[config.mk]
export PLATFORM = sky130hd
export DESIGN_NAME = pong_ball_engine_flat
export DESIGN_NICKNAME = d
export VERILOG_FILES = /design/src/rtl/pong_ball_engine_if.sv /design/src/rtl/pong_ball_engine.sv /design/src/flat_wrapper.sv
export SDC_FILE = /design/constraint.sdc
export NUM_CORES = 1
export LEC_CHECK = 0
export ABC_AREA = 1
export BUFFER_PORTS_ARGS = -buffer_cell sky130_fd_sc_hd__buf_2
export CORE_UTILIZATION = 28
export CTS_CLUSTER_SIZE = 10
export DETAILED_ROUTE_END_ITERATION = 12
export GPL_TIMING_DRIVEN = 0
export PLACE_DENSITY = 0.46
export SYNTH_ARGS = -nofsm -noshare
export SYNTH_HDL_FRONTEND = slang
export SYNTH_SLANG_ARGS = --single-unit
[constraint.sdc]
create_clock -name clk -period 2.9 [get_ports clk]
set_input_delay 0.58 -clock clk [delete_from_list [all_inputs] [get_ports clk]]
set_output_delay 0.58 -clock clk [all_outputs]
set_load 0.01 [all_outputs]
[src/rtl/pong_ball_engine_if.sv]
// pong_ball_engine_if
//   Groups the game-logic stage signals between the frame/paddle source and the
//   ball engine.
//   Ports (signals):
//     start        game enable level
//     frame_tick   one-clk pulse per video frame
//     paddle1_y    left paddle top Y
//     paddle2_y    right paddle top Y
//     ball_x       ball left X (registered)
//     ball_y       ball top Y (registered)
//     p1_score     left player score
//     p2_score     right player score
//     state        game state: 00 IDLE, 01 SERVE, 10 PLAY, 11 DONE
//     score_pulse  one-clk pulse when a point is awarded
//   Modports: master drives start/frame_tick/paddles, slave is the engine.
//
// Transfer rule: there is no valid/ready pair here. frame_tick acts as the
// valid qualifier for start and the paddle inputs; the engine is always ready,
// so every clk edge with frame_tick=1 consumes one frame of input and the
// outputs reflect it one clk later.
interface pong_ball_engine_if;
    logic       start;
    logic       frame_tick;
    logic [8:0] paddle1_y;
    logic [8:0] paddle2_y;
    logic [9:0] ball_x;
    logic [8:0] ball_y;
    logic [3:0] p1_score;
    logic [3:0] p2_score;
    logic [1:0] state;
    logic       score_pulse;

    modport master (
        output start, frame_tick, paddle1_y, paddle2_y,
        input  ball_x, ball_y, p1_score, p2_score, state, score_pulse
    );

    modport slave (
        input  start, frame_tick, paddle1_y, paddle2_y,
        output ball_x, ball_y, p1_score, p2_score, state, score_pulse
    );
endinterface

[src/rtl/pong_ball_engine.sv]
// pong_ball_engine
//   Frame-rate game logic for pong: ball position and direction, wall and
//   paddle collisions, scoring and the IDLE/SERVE/PLAY/DONE state machine.
//   Ports:
//     clk    pixel-domain clock
//     reset  asynchronous, active-high
//     bus    pong_ball_engine_if.slave (start, frame_tick, paddle1_y,
//            paddle2_y in; ball_x, ball_y, p1_score, p2_score, state,
//            score_pulse out)
//   Optional feature: define BALL_SPEEDUP_EN to add one pixel to the
//   horizontal step on every paddle reflection (saturating at X_STEP_MAX).
//   The state output doubles as the FSM debug view.
module pong_ball_engine #(
    parameter int SCREEN_W    = 640,
    parameter int SCREEN_H    = 480,
    parameter int BALL_SIZE   = 8,
    parameter int PADDLE_W    = 10,
    parameter int PADDLE_H    = 50,
    parameter int P1_PADDLE_X = 0,
    parameter int P2_PADDLE_X = 630,
    parameter int X_STEP      = 4,
    parameter int Y_STEP      = 2,
    parameter int X_STEP_MAX  = 8,
    parameter int WIN_SCORE   = 10,
    parameter int SERVE_DELAY = 60
) (
    input logic              clk,
    input logic              reset,
    pong_ball_engine_if.slave bus
);

    typedef enum logic [1:0] {
        ST_IDLE  = 2'b00,
        ST_SERVE = 2'b01,
        ST_PLAY  = 2'b10,
        ST_DONE  = 2'b11
    } state_t;

    localparam int CNT_W  = $clog2(SERVE_DELAY + 1);
    // Step register is sized for the ceiling so both builds share one width.
    localparam int STEP_W = $clog2(X_STEP_MAX + 1);

    localparam logic [9:0]        CENTER_X = 10'((SCREEN_W - BALL_SIZE) / 2);
    localparam logic [8:0]        CENTER_Y = 9'((SCREEN_H - BALL_SIZE) / 2);
    localparam logic [STEP_W-1:0] STEP0    = STEP_W'(X_STEP);
    localparam logic [3:0]        WIN4     = 4'(WIN_SCORE);
    localparam logic [CNT_W-1:0]  CNT_LAST = CNT_W'(SERVE_DELAY - 1);

    // 11-bit constants so that no sum or compare below can wrap.
    localparam logic [10:0] X_L  = 11'(P1_PADDLE_X + PADDLE_W);
    localparam logic [10:0] X_R  = 11'(P2_PADDLE_X - BALL_SIZE);
    localparam logic [10:0] BS   = 11'(BALL_SIZE);
    localparam logic [10:0] PH   = 11'(PADDLE_H);
    localparam logic [10:0] YS   = 11'(Y_STEP);
    localparam logic [10:0] SW   = 11'(SCREEN_W);
    localparam logic [10:0] SH   = 11'(SCREEN_H);

    state_t              state_q, state_d;
    logic [9:0]          ball_x_q, ball_x_d;
    logic [8:0]          ball_y_q, ball_y_d;
    logic [3:0]          p1_q, p1_d, p2_q, p2_d;
    logic                pulse_q, pulse_d;
    logic                dir_x_q, dir_x_d;   // 1 = right
    logic                dir_y_q, dir_y_d;   // 1 = down
    logic [CNT_W-1:0]    cnt_q, cnt_d;
    logic [STEP_W-1:0]   step_q, step_d;

    logic [10:0] bx, by, st, py1, py2;
    logic        hit_l, hit_r, miss_l, miss_r;

    assign bx  = 11'(ball_x_q);
    assign by  = 11'(ball_y_q);
    assign st  = 11'(step_q);
    assign py1 = 11'(bus.paddle1_y);
    assign py2 = 11'(bus.paddle2_y);

    // Paddle windows cover exactly one step's worth of travel in front of
    // each paddle face, so the ball cannot skip through a paddle.
    assign hit_l  = !dir_x_q && (bx >= X_L) && (bx < X_L + st)
                    && (by + BS > py1) && (by < py1 + PH);
    assign hit_r  = dir_x_q && (bx <= X_R) && (bx + st > X_R)
                    && (by + BS > py2) && (by < py2 + PH);
    assign miss_l = !dir_x_q && !hit_l && (bx < st);
    assign miss_r = dir_x_q && !hit_r && (bx + BS + st > SW);

    always_ff @(posedge clk or posedge reset) begin
        if (reset) begin
            state_q  <= ST_IDLE;
            ball_x_q <= CENTER_X;
            ball_y_q <= CENTER_Y;
            p1_q     <= 4'd0;
            p2_q     <= 4'd0;
            pulse_q  <= 1'b0;
            dir_x_q  <= 1'b1;
            dir_y_q  <= 1'b1;
            cnt_q    <= '0;
            step_q   <= STEP0;
        end else begin
            state_q  <= state_d;
            ball_x_q <= ball_x_d;
            ball_y_q <= ball_y_d;
            p1_q     <= p1_d;
            p2_q     <= p2_d;
            pulse_q  <= pulse_d;
            dir_x_q  <= dir_x_d;
            dir_y_q  <= dir_y_d;
            cnt_q    <= cnt_d;
            step_q   <= step_d;
        end
    end

    always_comb begin
        state_d  = state_q;
        ball_x_d = ball_x_q;
        ball_y_d = ball_y_q;
        p1_d     = p1_q;
        p2_d     = p2_q;
        pulse_d  = 1'b0;
        dir_x_d  = dir_x_q;
        dir_y_d  = dir_y_q;
        cnt_d    = cnt_q;
        step_d   = step_q;

        // Dropping start abandons the game on any edge, ahead of frame_tick.
        if (!bus.start && state_q != ST_IDLE) begin
            state_d  = ST_IDLE;
            ball_x_d = CENTER_X;
            ball_y_d = CENTER_Y;
            p1_d     = 4'd0;
            p2_d     = 4'd0;
            dir_x_d  = 1'b1;
            cnt_d    = '0;
            step_d   = STEP0;
        end else begin
            case (state_q)
                ST_IDLE: begin
                    ball_x_d = CENTER_X;
                    ball_y_d = CENTER_Y;
                    p1_d     = 4'd0;
                    p2_d     = 4'd0;
                    dir_x_d  = 1'b1;   // first serve after IDLE goes right
                    cnt_d    = '0;
                    step_d   = STEP0;
                    if (bus.frame_tick && bus.start) begin
                        state_d = ST_SERVE;
                    end
                end
                ST_SERVE: begin
                    if (bus.frame_tick) begin
                        if (cnt_q == CNT_LAST) begin
                            state_d = ST_PLAY;
                            cnt_d   = '0;
                        end else begin
                            cnt_d = cnt_q + 1'b1;
                        end
                    end
                end
                ST_PLAY: begin
                    if (bus.frame_tick) begin
                        if (miss_l || miss_r) begin
                            // dir_y is deliberately left as it was.
                            pulse_d  = 1'b1;
                            ball_x_d = CENTER_X;
                            ball_y_d = CENTER_Y;
                            step_d   = STEP0;
                            cnt_d    = '0;
                            state_d  = ST_SERVE;
                            if (miss_l) begin
                                p2_d    = (p2_q >= WIN4) ? WIN4 : p2_q + 4'd1;
                                dir_x_d = 1'b0;
                                if (p2_d == WIN4) state_d = ST_DONE;
                            end else begin
                                p1_d    = (p1_q >= WIN4) ? WIN4 : p1_q + 4'd1;
                                dir_x_d = 1'b1;
                                if (p1_d == WIN4) state_d = ST_DONE;
                            end
                        end else begin
                            if (hit_l || hit_r) begin
                                ball_x_d = hit_l ? 10'(X_L) : 10'(X_R);
                                dir_x_d  = hit_l;
`ifdef BALL_SPEEDUP_EN
                                if (step_q < STEP_W'(X_STEP_MAX)) begin
                                    step_d = step_q + 1'b1;
                                end
`endif
                            end else if (dir_x_q) begin
                                ball_x_d = 10'(bx + st);
                            end else begin
                                ball_x_d = 10'(bx - st);
                            end

                            if (!dir_y_q) begin
                                if (by < YS) begin
                                    ball_y_d = 9'd0;
                                    dir_y_d  = 1'b1;
                                end else begin
                                    ball_y_d = 9'(by - YS);
                                end
                            end else begin
                                if (by + BS + YS > SH) begin
                                    ball_y_d = 9'(SH - BS);
                                    dir_y_d  = 1'b0;
                                end else begin
                                    ball_y_d = 9'(by + YS);
                                end
                            end
                        end
                    end
                end
                default: begin
                    // DONE: ball parked, scores frozen until start drops.
                    ball_x_d = CENTER_X;
                    ball_y_d = CENTER_Y;
                end
            endcase
        end
    end

    assign bus.ball_x      = ball_x_q;
    assign bus.ball_y      = ball_y_q;
    assign bus.p1_score    = p1_q;
    assign bus.p2_score    = p2_q;
    assign bus.state       = state_q;
    assign bus.score_pulse = pulse_q;

endmodule

[src/flat_wrapper.sv]
// flat-port wrapper written by rule: the top's interface ports become plain ports
module pong_ball_engine_flat 
#(
    parameter int SCREEN_W    = 640,
    parameter int SCREEN_H    = 480,
    parameter int BALL_SIZE   = 8,
    parameter int PADDLE_W    = 10,
    parameter int PADDLE_H    = 50,
    parameter int P1_PADDLE_X = 0,
    parameter int P2_PADDLE_X = 630,
    parameter int X_STEP      = 4,
    parameter int Y_STEP      = 2,
    parameter int X_STEP_MAX  = 8,
    parameter int WIN_SCORE   = 10,
    parameter int SERVE_DELAY = 60
)
  (clk, reset, bus_start, bus_frame_tick, bus_paddle1_y, bus_paddle2_y, bus_ball_x, bus_ball_y, bus_p1_score, bus_p2_score, bus_state, bus_score_pulse);
  pong_ball_engine_if bus_i ();
  input logic clk;
  input logic reset;
  input wire logic [$bits(bus_i.start)-1:0] bus_start;
  input wire logic [$bits(bus_i.frame_tick)-1:0] bus_frame_tick;
  input wire logic [$bits(bus_i.paddle1_y)-1:0] bus_paddle1_y;
  input wire logic [$bits(bus_i.paddle2_y)-1:0] bus_paddle2_y;
  output wire logic [$bits(bus_i.ball_x)-1:0] bus_ball_x;
  output wire logic [$bits(bus_i.ball_y)-1:0] bus_ball_y;
  output wire logic [$bits(bus_i.p1_score)-1:0] bus_p1_score;
  output wire logic [$bits(bus_i.p2_score)-1:0] bus_p2_score;
  output wire logic [$bits(bus_i.state)-1:0] bus_state;
  output wire logic [$bits(bus_i.score_pulse)-1:0] bus_score_pulse;
  assign bus_i.start = bus_start;
  assign bus_i.frame_tick = bus_frame_tick;
  assign bus_i.paddle1_y = bus_paddle1_y;
  assign bus_i.paddle2_y = bus_paddle2_y;
  assign bus_ball_x = bus_i.ball_x;
  assign bus_ball_y = bus_i.ball_y;
  assign bus_p1_score = bus_i.p1_score;
  assign bus_p2_score = bus_i.p2_score;
  assign bus_state = bus_i.state;
  assign bus_score_pulse = bus_i.score_pulse;
  pong_ball_engine #(.SCREEN_W(SCREEN_W), .SCREEN_H(SCREEN_H), .BALL_SIZE(BALL_SIZE), .PADDLE_W(PADDLE_W), .PADDLE_H(PADDLE_H), .P1_PADDLE_X(P1_PADDLE_X), .P2_PADDLE_X(P2_PADDLE_X), .X_STEP(X_STEP), .Y_STEP(Y_STEP), .X_STEP_MAX(X_STEP_MAX), .WIN_SCORE(WIN_SCORE), .SERVE_DELAY(SERVE_DELAY)) u_core (.clk(clk), .reset(reset), .bus(bus_i));
endmodule
# Yosys cells after proc, flatten, opt, wreduce, memory -nomap -nowiden
# Index checks and enable logic that the tools add are counted.
totals:
  register_bits: 42
  latchBits: 0
  mem_bits_rw: 0
  romBits: 0
  inputBits: 22
  output_inout_bits: 30
  word_cells: 145
  n_memories: 0
op_classes:
  add_sub_neg: 14
  mul: 0
  div_mod_pow: 0
  order_cmp: 14
  eq_ne: 14
  shifts: 0
  muxes: 59
  bitwise_logic: 2
  reduce_logical: 32
ops:
  columns: ["op", "count"]
  rows:
  - ["$mux W10", 6]
  - ["$mux W9", 6]
  - ["$mux W4", 13]
  - ["$mux W6", 5]
  - ["$pmux W4 S2", 3]
  - ["$gt A11 B10 Y1 const B", 2]
  - ["$gt A11 B9 Y1", 2]
  - ["$lt A9 B11 Y1", 2]
  - ["$add A9 B6 Y10 const B", 2]
  - ["$pmux W10 S2", 1]
  - ["$mux W2", 9]
  - ["$pmux W6 S3", 1]
  - ["$pmux W9 S2", 1]
  - ["$reduce_and A4 Y1", 4]
  - ["$logic_and A1 B1 Y1", 14]
  - ["$mux W1", 12]
  - ["$ne A3 B1 Y1 const B", 4]
  - ["$add A10 B4 Y11", 1]
  - ["$add A10 B4 Y11 const B", 1]
  - ["$add A11 B2 Y11 const B", 1]
  - ["$add A11 B4 Y11", 1]
  - ["$gt A11 B9 Y1 const B", 1]
  - ["$lt A10 B11 Y1", 1]
  - ["$add A9 B4 Y10 const B", 1]
  - ["other kinds (31)", 41]

# Logic depth before layout (Yosys ltp)
# Gate-level depths: netlist of run 1.
depth:
  ltp_word: 13
  mapped_depth: 20
  ltp_nobuf: 20

# Worst setup path after synthesis of run 1
# OpenSTA, ideal clock, no wires.
synth_path:
  kind: "reg2reg"
  start: "reg u_core.ball_y_q[5], in the netlist u_core.bus.ball_y[5]"
  end: "reg u_core.cnt_q[4]"
  setup_time_ns: 0.118
  t_arrival_ns: 2.650
  slack_ns: 0.131
  stages_incl_launch_ff: 18
  n_path_buf: 2
  period_less_slack_ns: 2.769
  cell_sequence: "dfstp_2 -> buf_4 -> nand3_1 -> nor2_1 -> xor2_1 -> ha_1 -> a21oi_1 -> and2_4 -> nand2_2 -> nor2_2 -> nor2_4 -> nand2_2 -> a21oi_4 -> nand2_2 -> nand3_2 -> buf_8 -> nand2_2 -> o21ai_2"
synth_via:
  elab_chain_len: 10
  word_cells_on_any_way: 18
synth_lines:
  columns: ["element", "line_no", "rtl"]
  rows:
  - ["start: declaration", "pong_ball_engine.sv:60", "logic [8:0] ball_y_q, ball_y_d;"]
  - ["start signal: assignment", "pong_ball_engine.sv:101", "ball_y_q <= ball_y_d;"]
  - ["$add A9 B4 Y10", "pong_ball_engine.sv:80, pong_ball_engine.sv:82", null]
  - ["$gt A11 B9 Y1 (on tied branches)", "pong_ball_engine.sv:80, pong_ball_engine.sv:82", null]
  - ["$logic_and A1 B1 Y1 (on tied branches) (2 in series)", "pong_ball_engine.sv:80, pong_ball_engine.sv:82", null]
  - ["$logic_not A1 Y1 (on tied branches)", "pong_ball_engine.sv:83, pong_ball_engine.sv:84", null]
  - ["$logic_and A1 B1 Y1 (on tied branches) (2 in series)", "pong_ball_engine.sv:83, pong_ball_engine.sv:84", null]
  - ["$logic_or A1 B1 Y1 (*)", "pong_ball_engine.sv:160", "if (miss_l || miss_r) begin"]
  - ["$ne A3 B1 Y1 (no line) (*)", null, null]
  - ["$reduce_and A4 Y1 (no line) (*)", null, null]
  - ["end signal: assignment", "pong_ball_engine.sv:107", "cnt_q <= cnt_d;"]
  - ["end: declaration", "pong_ball_engine.sv:65", "logic [CNT_W-1:0] cnt_q, cnt_d;"]
# Mark *: on every way between the ends. The rest lies on a longest branch, timed or not.
# A chain may end at the register's enable or synchronous reset.

# Worst setup path in the final report of run 1
layout_path:
  start: "reg u_core.ball_y_q[3], in the netlist u_core.bus.ball_y[3]"
  end: "reg u_core.ball_x_q[7], in the netlist u_core.bus.ball_x[7]"
layout_via:
  elab_chain_len: 12
  word_cells_on_any_way: 22
layout_lines:
  columns: ["element", "line_no", "rtl"]
  rows:
  - ["$add A9 B4 Y10", "pong_ball_engine.sv:80, pong_ball_engine.sv:82", null]
  - ["$gt A11 B9 Y1 (on tied branches)", "pong_ball_engine.sv:80, pong_ball_engine.sv:82", null]
  - ["$logic_and A1 B1 Y1 (on tied branches) (2 in series)", "pong_ball_engine.sv:80, pong_ball_engine.sv:82", null]
  - ["$logic_not A1 Y1 (on tied branches)", "pong_ball_engine.sv:83, pong_ball_engine.sv:84", null]
  - ["$logic_and A1 B1 Y1 (on tied branches) (2 in series)", "pong_ball_engine.sv:83, pong_ball_engine.sv:84", null]
  - ["$logic_or A1 B1 Y1", "pong_ball_engine.sv:160", null]
  - ["$mux W10 (*)", "pong_ball_engine.sv:160", null]
  - ["$mux W10 (*)", "pong_ball_engine.sv:159", "if (bus.frame_tick) begin"]
  - ["$pmux W10 S2 (*)", "pong_ball_engine.sv:135", "case (state_q)"]
  - ["$mux W10 (*)", "pong_ball_engine.sv:125", "if (!bus.start && state_q != ST_IDLE) begin"]
  - ["end signal: assignment", "pong_ball_engine.sv:100", "ball_x_q <= ball_x_d;"]
  - ["end: declaration", "pong_ball_engine.sv:59", "logic [9:0] ball_x_q, ball_x_d;"]
# Mark *: on every way between the ends. The rest lies on a longest branch, timed or not. The select of a mux whose other input is x is not followed.

==> results of run 1 <==
worst reg2reg max path: cells and delay by family (launching register included):
family / cells / cell delay [ns]
fa+ha+maj: 1 / 0.29
xor+xnor: 1 / 0.18
simple gates: 11 / 1.17
compound gates: 1 / 0.23
flops: 1 / 0.68
buf+inv: 2 / 0.25
path summary, 6_finish.rpt:
kind | endpoint | slack (ns) | depth (start not counted)
max in group asynchronous | u_core.bus.ball_y[4]$_DFFE_PP0P_ | 1.91 | 2
worst max register to register | u_core.bus.ball_x[7]$_DFFE_PP0P_ | 0.03 | 16
worst max-delay path | u_core.bus.ball_x[7]$_DFFE_PP0P_ | 0.03 | 16
worst min register to register | u_core.cnt_q[1]$_DFFE_PP0P_ | 0.51 | 2
min in group clk | u_core.cnt_q[1]$_DFFE_PP0P_ | 0.51 | 2
worst min-delay path | u_core.bus.p1_score[0]$_DFFE_PP0P_ | 0.44 | 2
state kept, by name, summed over array words and instances, names as in the netlist:
signal / cells
u_core.dir_y_q: 1
u_core.bus.p2_score: 4
u_core.bus.ball_x: 9
u_core.bus.state: 2
u_core.bus.score_pulse: 1
u_core.dir_x_q: 1
u_core.cnt_q: 6
u_core.bus.p1_score: 4
u_core.bus.ball_y: 8
layout make-up:
cell class                 instances  area [µm²]  area share
multi-input combinational        546        3501      0.5962
sequential                        36       920.9      0.1568
timing repair buffer              77       480.5     0.08182
inverter                         101       392.9     0.06691
tap                              216       270.3     0.04603
clock buffer                       7       152.6     0.02600
buffer                            14       123.9     0.02110
clock inverter                     1       30.03    0.005114
kinds of logic (layout without fill, tap and decap cells):
| family | after synthesis | count (layout) |
|---|---|---|
| adders and majority gates | 51 | 51 |
| buffers and inverters | 115 | 200 |
| and+or+nand+nor | 361 | 361 |
| AOI/OAI and AO/OA | 98 | 98 |
| xor gates and xnor gates | 34 | 34 |
| other | 1 | 2 |
| DFF | 36 | 36 |
where the power goes:
part           switching [µW]  leakage, µW  internal, µW
sequential                116     0.000456           596
clock                     209    0.0000901           453
combinational            1040      0.00234           664
placed cells by master (no fill, tap or decap), drive strengths merged, types with 2 or more instances in the layout:
master	netlist	routed
and2	2	2
nor2	87	87
a21oi	32	32
inv	99	98
nand3	57	57
nand2	178	178
a31o	2	2
buf	12	88
o31ai	2	2
o21ai	45	45
nand4	19	19
dfrtp	24	24
nand3b	2	2
nor4	3	3
ha	51	51
conb	1	2
o21a	2	2
xnor2	6	6
nor3	11	11
o22ai	4	4
clkinv	2	2
xor2	28	28
clkbuf	2	10
a31oi	4	4
dfstp	12	12
routing by layer:
metal / track usage / wire (µm) / vias up
met1: 0.2235 / 6461 / 2218
met2: 0.2771 / 6298 / 103
li1: - / - / 2439
met5: 0 / 0 / -
met4: 0.03283 / 141 / 0
met3: 0.01312 / 494 / 13
repair_timing:
action / CTS / global route
resized for setup: 29 / 49
setup endpoints to repair: 36 / 33
setup buffers: 15 / 12
pin swaps: 5 / 33
gates cloned: 0 / 1
stage by stage:
step / TNS, ns / std cells / power [µW] / area [µm²] / worst slack (ns)
floorplan: 0 / 697 / 1801 / 4569 / 0.1314
global placement: -11.31 / 962 / 2183 / 5085 / -0.4720
detailed placement: -11.74 / 962 / 2195 / 5085 / -0.4851
CTS: 0 / 985 / 2922 / 5513 / 0.004375
global route: -0.7502 / 998 / 3328 / 5872 / -0.07154
finish: 0 / 998 / 3076 / 5872 / 0.03362
synth_stat cells (10+ instances only):
cell	count
nand2_1	165
inv_1	93
nor3_1	10
dfstp_2	12
nand3_1	54
dfrtp_1	24
ha_1	51
nand2_2	11
nor2_1	79
o21ai_0	37
xor2_1	28
nand4_1	19
a21oi_1	31
==> results_dict.tcl, run 1 <==
set metrics [dict create \
    outcome "finished clean" \
    critPathSlowestCell "dfstp_4" \
    grt_max_degree 37 \
    skew_ns 0.003647 \
    worst-path-buf-inv 2 \
    clkSlewWorstSetupHoldPaths_ns 0.06 \
    ios 52 \
    overflow 0 \
    clock_latency_ns 0.28 \
    drc 0 \
    rr_startpoint "u_core.bus.ball_y[3]$_DFFE_PP1P_" \
    synth_compound_area_frac 0.1258 \
    critPathCaptureType "flop" \
    fmax_ghz 0.3489 \
    vias 4773 \
    cp_max_fo 8 \
    synth.area.top_cells "ha_1 14%, nand2_1 14%, dfrtp_1 13%" \
    syn-cell-area_mm2 0.004566 \
    ys_types 51 \
    finalWirelength_um 13400 \
    htree_levels 2 \
    leakagePower_uw 0.002891 \
    die_h_um 129.7 \
    via_per_inst 4.783 \
    postRouteAntennaNets 0 \
    worstMarginPinSlew_ns 0.7879 \
    final_util 0.3696 \
    fillers 1761 \
    antenna_found_initial 0 \
    synth-edff-count 0 \
    n_antenna_cell 0 \
    nNetsFinal 854 \
    rows 46 \
    numCtsBuffers 5 \
    finalCritPeriodShare 0.9884 \
    synth_area_leader_cell "ha_1" \
    cts-root-to-sink-buffers 2 \
    die_w_um 129.7 \
    hold_buffers 0 \
    rsz0062_at_grt "yes" \
    vdd_drop_max_mv 0.4894 \
    synth_seq_cells 36 \
    initial_core_util 0.2874 \
    maxCapViolCount 0 \
    cts.sinks 36 \
    cp-startpoint "u_core.bus.ball_y[3]$_DFFE_PP1P_" \
    cts_tree "yes" \
    hold_slack_ns 0.4422 \
    synth_fa_ha_area_frac 0.1398 \
    drive_gt1_frac 0.2558 \
    drt_iter0_markers 278 \
    core_mm2 0.01589 \
    relSlewSlack 0.4739 \
    async_flop_share 1.000 \
    slew_viol_final 0 \
    setup_viol 0 \
    grt_pass1_vias 4509 \
    ys_seq_area_frac 0.2006 \
    cp.required_ns 3.12 \
    synth_top_family_by_area "simple AND/OR/NAND/NOR gates" \
    synth-warning-count 0 \
    grt_pass1_wl_um 21840 \
    power_density_mw_per_mm2 523.9 \
    syn_avg_cell_area_um2 6.560 \
    min_path_type "input port to asynchronous set/reset pin" \
    syn_to_final_growth_pct 28.61 \
    cp_top_family "simple AND/OR/NAND/NOR gates" \
    cts_root_buf "clkbuf_16" \
    synth_xor_area_frac 0.06522 \
    synth_mux_area_frac 0 \
    layout_min_cycle_time_ns 2.866 \
    cpMostUsedCell "nor2_4" \
    hpwlAfterDp_um 10130 \
    cp-start-kind "flop" \
    routedWlPerCell_um 13.42 \
    critPathArrivalTime_ns 3.08 \
    dieArea_mm2 0.01682 \
    worstSetupPathType "flop to flop" \
    yosys.area_share.simple 0.3601 \
    max_stage_delay_ns 0.68 \
    synth_top_cell_area_share 0.1398 \
    place_congestion 0.8180 \
    firstDrtPassIters 5 \
    syn_inst 696 \
    dominantRegCellSynth "dfrtp_1" \
    grt_use_total 0.1622 \
    io_buffers 49 \
    cp_cell_sequence "nand3_4 -> xor2_2 -> inv_2 -> ha_4 -> nand2_1 -> nor2_2 -> nand3_2 -> nor2_4 -> nor2_4 -> nor2_4 -> nand2_4 -> a21oi_4 -> nand3_4 -> inv_6 -> nand3_2 -> nand2_1" \
    hold_viol 0 \
]
Note: power is estimated with default switching activity, not from simulation.
==> run 2, diff against run 1 <==
--- a/config.mk
+++ b/config.mk
@@ -13,3 +13,3 @@
 export GPL_TIMING_DRIVEN = 0
-export PLACE_DENSITY = 0.46
+export PLACE_DENSITY = 0.44
 export SYNTH_ARGS = -nofsm -noshare
==> constraint.sdc (replaced) <==
create_clock -name clk -period 3.2 [get_ports clk]
set_input_delay 0.64 -clock clk [delete_from_list [all_inputs] [get_ports clk]]
set_output_delay 0.64 -clock clk [all_outputs]
set_load 0.05 [all_outputs]
==> results_dict.tcl, run 2 (synthesis results as in run 1) <==
set metrics [dict create \
    outcome "finished clean" \
    cp.required_ns 3.41 \
    stdcell_count 984 \
    routedWlPerCell_um 13.14 \
    initial_core_util 0.2874 \
    slew_viol_final 0 \
    fillers 1787 \
    worstSetupPathType "flop to flop" \
    ios 52 \
    clkSlewWorstSetupHoldPaths_ns 0.06 \
    dieArea_mm2 0.01682 \
    postRouteAntennaNets 0 \
    worstMarginPinSlew_ns 0.7919 \
    drive_gt1_frac 0.2005 \
    cts_root_buf "clkbuf_16" \
    relSlewSlack 0.4713 \
    firstDrtPassIters 5 \
    htree_levels 2 \
    critPathCaptureType "flop" \
    layout_common_cells "163 x nand2_1, 90 x inv_1, 77 x nor2_1, 53 x nand3_1, 51 x buf_2" \
    skew_ns 0.004351 \
    grt_max_degree 37 \
    finalWirelength_um 12930 \
    die_h_um 129.7 \
    setup_viol 0 \
    p_total_uw 2650 \
    syn_to_final_growth_pct 18.94 \
    overflow 0 \
    leakagePower_uw 0.002769 \
    largest_reg_flops 9 \
    die_w_um 129.7 \
    fmax_ghz 0.3322 \
    n_antenna_cell 0 \
    power_density_mw_per_mm2 488.0 \
    cts_tree "yes" \
    layout_min_cycle_time_ns 3.011 \
    antenna_found_initial 0 \
    grt_pass1_wl_um 21620 \
    grt_use_total 0.1606 \
    vias 4585 \
    hold_viol 0 \
    drt_iter0_markers 253 \
    maxCapViolCount 0 \
    critPathArrivalTime_ns 3.22 \
    min_path_type "input port to asynchronous set/reset pin" \
    fin_ws_ns 0.1894 \
    place_ws_ns -0.1649 \
    numCtsBuffers 5 \
    finalCritPeriodShare 0.9408 \
    dpl.cell_count 962 \
    nNetsFinal 840 \
    place_congestion 0.8262 \
    cp-start-kind "flop" \
    vdd_drop_max_mv 0.4195 \
    final_util 0.3418 \
    core_mm2 0.01589 \
    cp_max_fo 10 \
    hpwlAfterDp_um 10150 \
    io_buffers 49 \
    cts.sinks 36 \
    drc 0 \
    grt_pass1_vias 4367 \
    cts-root-to-sink-buffers 2 \
    clock_latency_ns 0.28 \
    rows 46 \
    hold_buffers 0 \
    via_per_inst 4.660 \
    final_common_cell "nand2_1" \
]
-- run 2: final timing paths --
kind                       depth (start not counted)  slack, ns                             start                                to
max                                               18       0.19  u_core.bus.ball_y[5]$_DFFE_PP1P_       u_core.cnt_q[5]$_DFFE_PP0P_
min                                                2       0.51                             reset   u_core.bus.state[0]$_DFFE_PP0P_
max reg2reg                                       18       0.19  u_core.bus.ball_y[5]$_DFFE_PP1P_       u_core.cnt_q[5]$_DFFE_PP0P_
min reg2reg                                        2       0.53       u_core.cnt_q[1]$_DFFE_PP0P_       u_core.cnt_q[1]$_DFFE_PP0P_
max in group asynchronous                          2       2.14                             reset  u_core.bus.ball_y[4]$_DFFE_PP0P_
min in group clk                                   2       0.53       u_core.cnt_q[1]$_DFFE_PP0P_       u_core.cnt_q[1]$_DFFE_PP0P_
-- run 2: stage by stage --
stage / instance area (µm²) / hold WS [ns] / TNS, ns
after floorplan: 4569 / 0.4867 / 0
after global placement: 5085 / 0.5040 / -0.9394
after detailed placement: 5085 / 0.5189 / -1.186
after CTS: 5320 / 0.5342 / 0
after global routing: 5430 / 0.5599 / -0.08504
final: 5430 / 0.5123 / 0
-- run 2: worst max-delay path: stages, from the launching register on --
cell	delay, ns
dfstp_2	0.56
buf_6	0.15
nand3_2	0.14
xor2_2	0.26
inv_2	0.10
ha_1	0.32
nand2_1	0.08
nor2_1	0.10
nand3_1	0.08
nor2_1	0.09
nor2_1	0.06
nor2_2	0.14
nand4_1	0.16
nand2_2	0.19
nand2_2	0.11
nand3_2	0.11
buf_8	0.16
nand2_2	0.06
o21ai_2	0.05
-- run 2: area by class of cell --
| class | instances | area [µm²] | area share |
|---|---|---|---|
| Multi-Input combinational cell | 546 | 3231 | 0.5949 |
| Sequential cell | 36 | 917.1 | 0.1689 |
| Inverter | 101 | 390.4 | 0.07189 |
| Timing Repair Buffer | 63 | 350.3 | 0.06452 |
| Tap cell | 216 | 270.3 | 0.04977 |
| Clock buffer | 8 | 156.4 | 0.02880 |
| Buffer | 14 | 115.1 | 0.02120 |
-- run 2: report_power, final --
| group | switching (µW) | internal [µW] | leakage, µW |
|---|---|---|---|
| combinational | 1000 | 489 | 0.00224 |
| clock | 185 | 332 | 0.0000772 |
| sequential | 105 | 540 | 0.000456 |
| total | 1290 | 1360 | 0.00277 |
-- run 2: metal layers --
layer	part of all wire	global-route usage	vias up	routed length, µm
li1	-	-	2414	-
met1	0.51	0.2267	2087	6615
met2	0.45	0.2639	72	5809
met3	0.027	0.01804	12	353
met4	0.012	0.03215	0	152
met5	0	0	-	0
-- run 2: timing repair --
item | in CTS | in global routing
setup endpoints to repair | 25 | 33
pin swaps | 2 | 4
buffers inserted | 6 | 8
resized for setup | 9 | 11
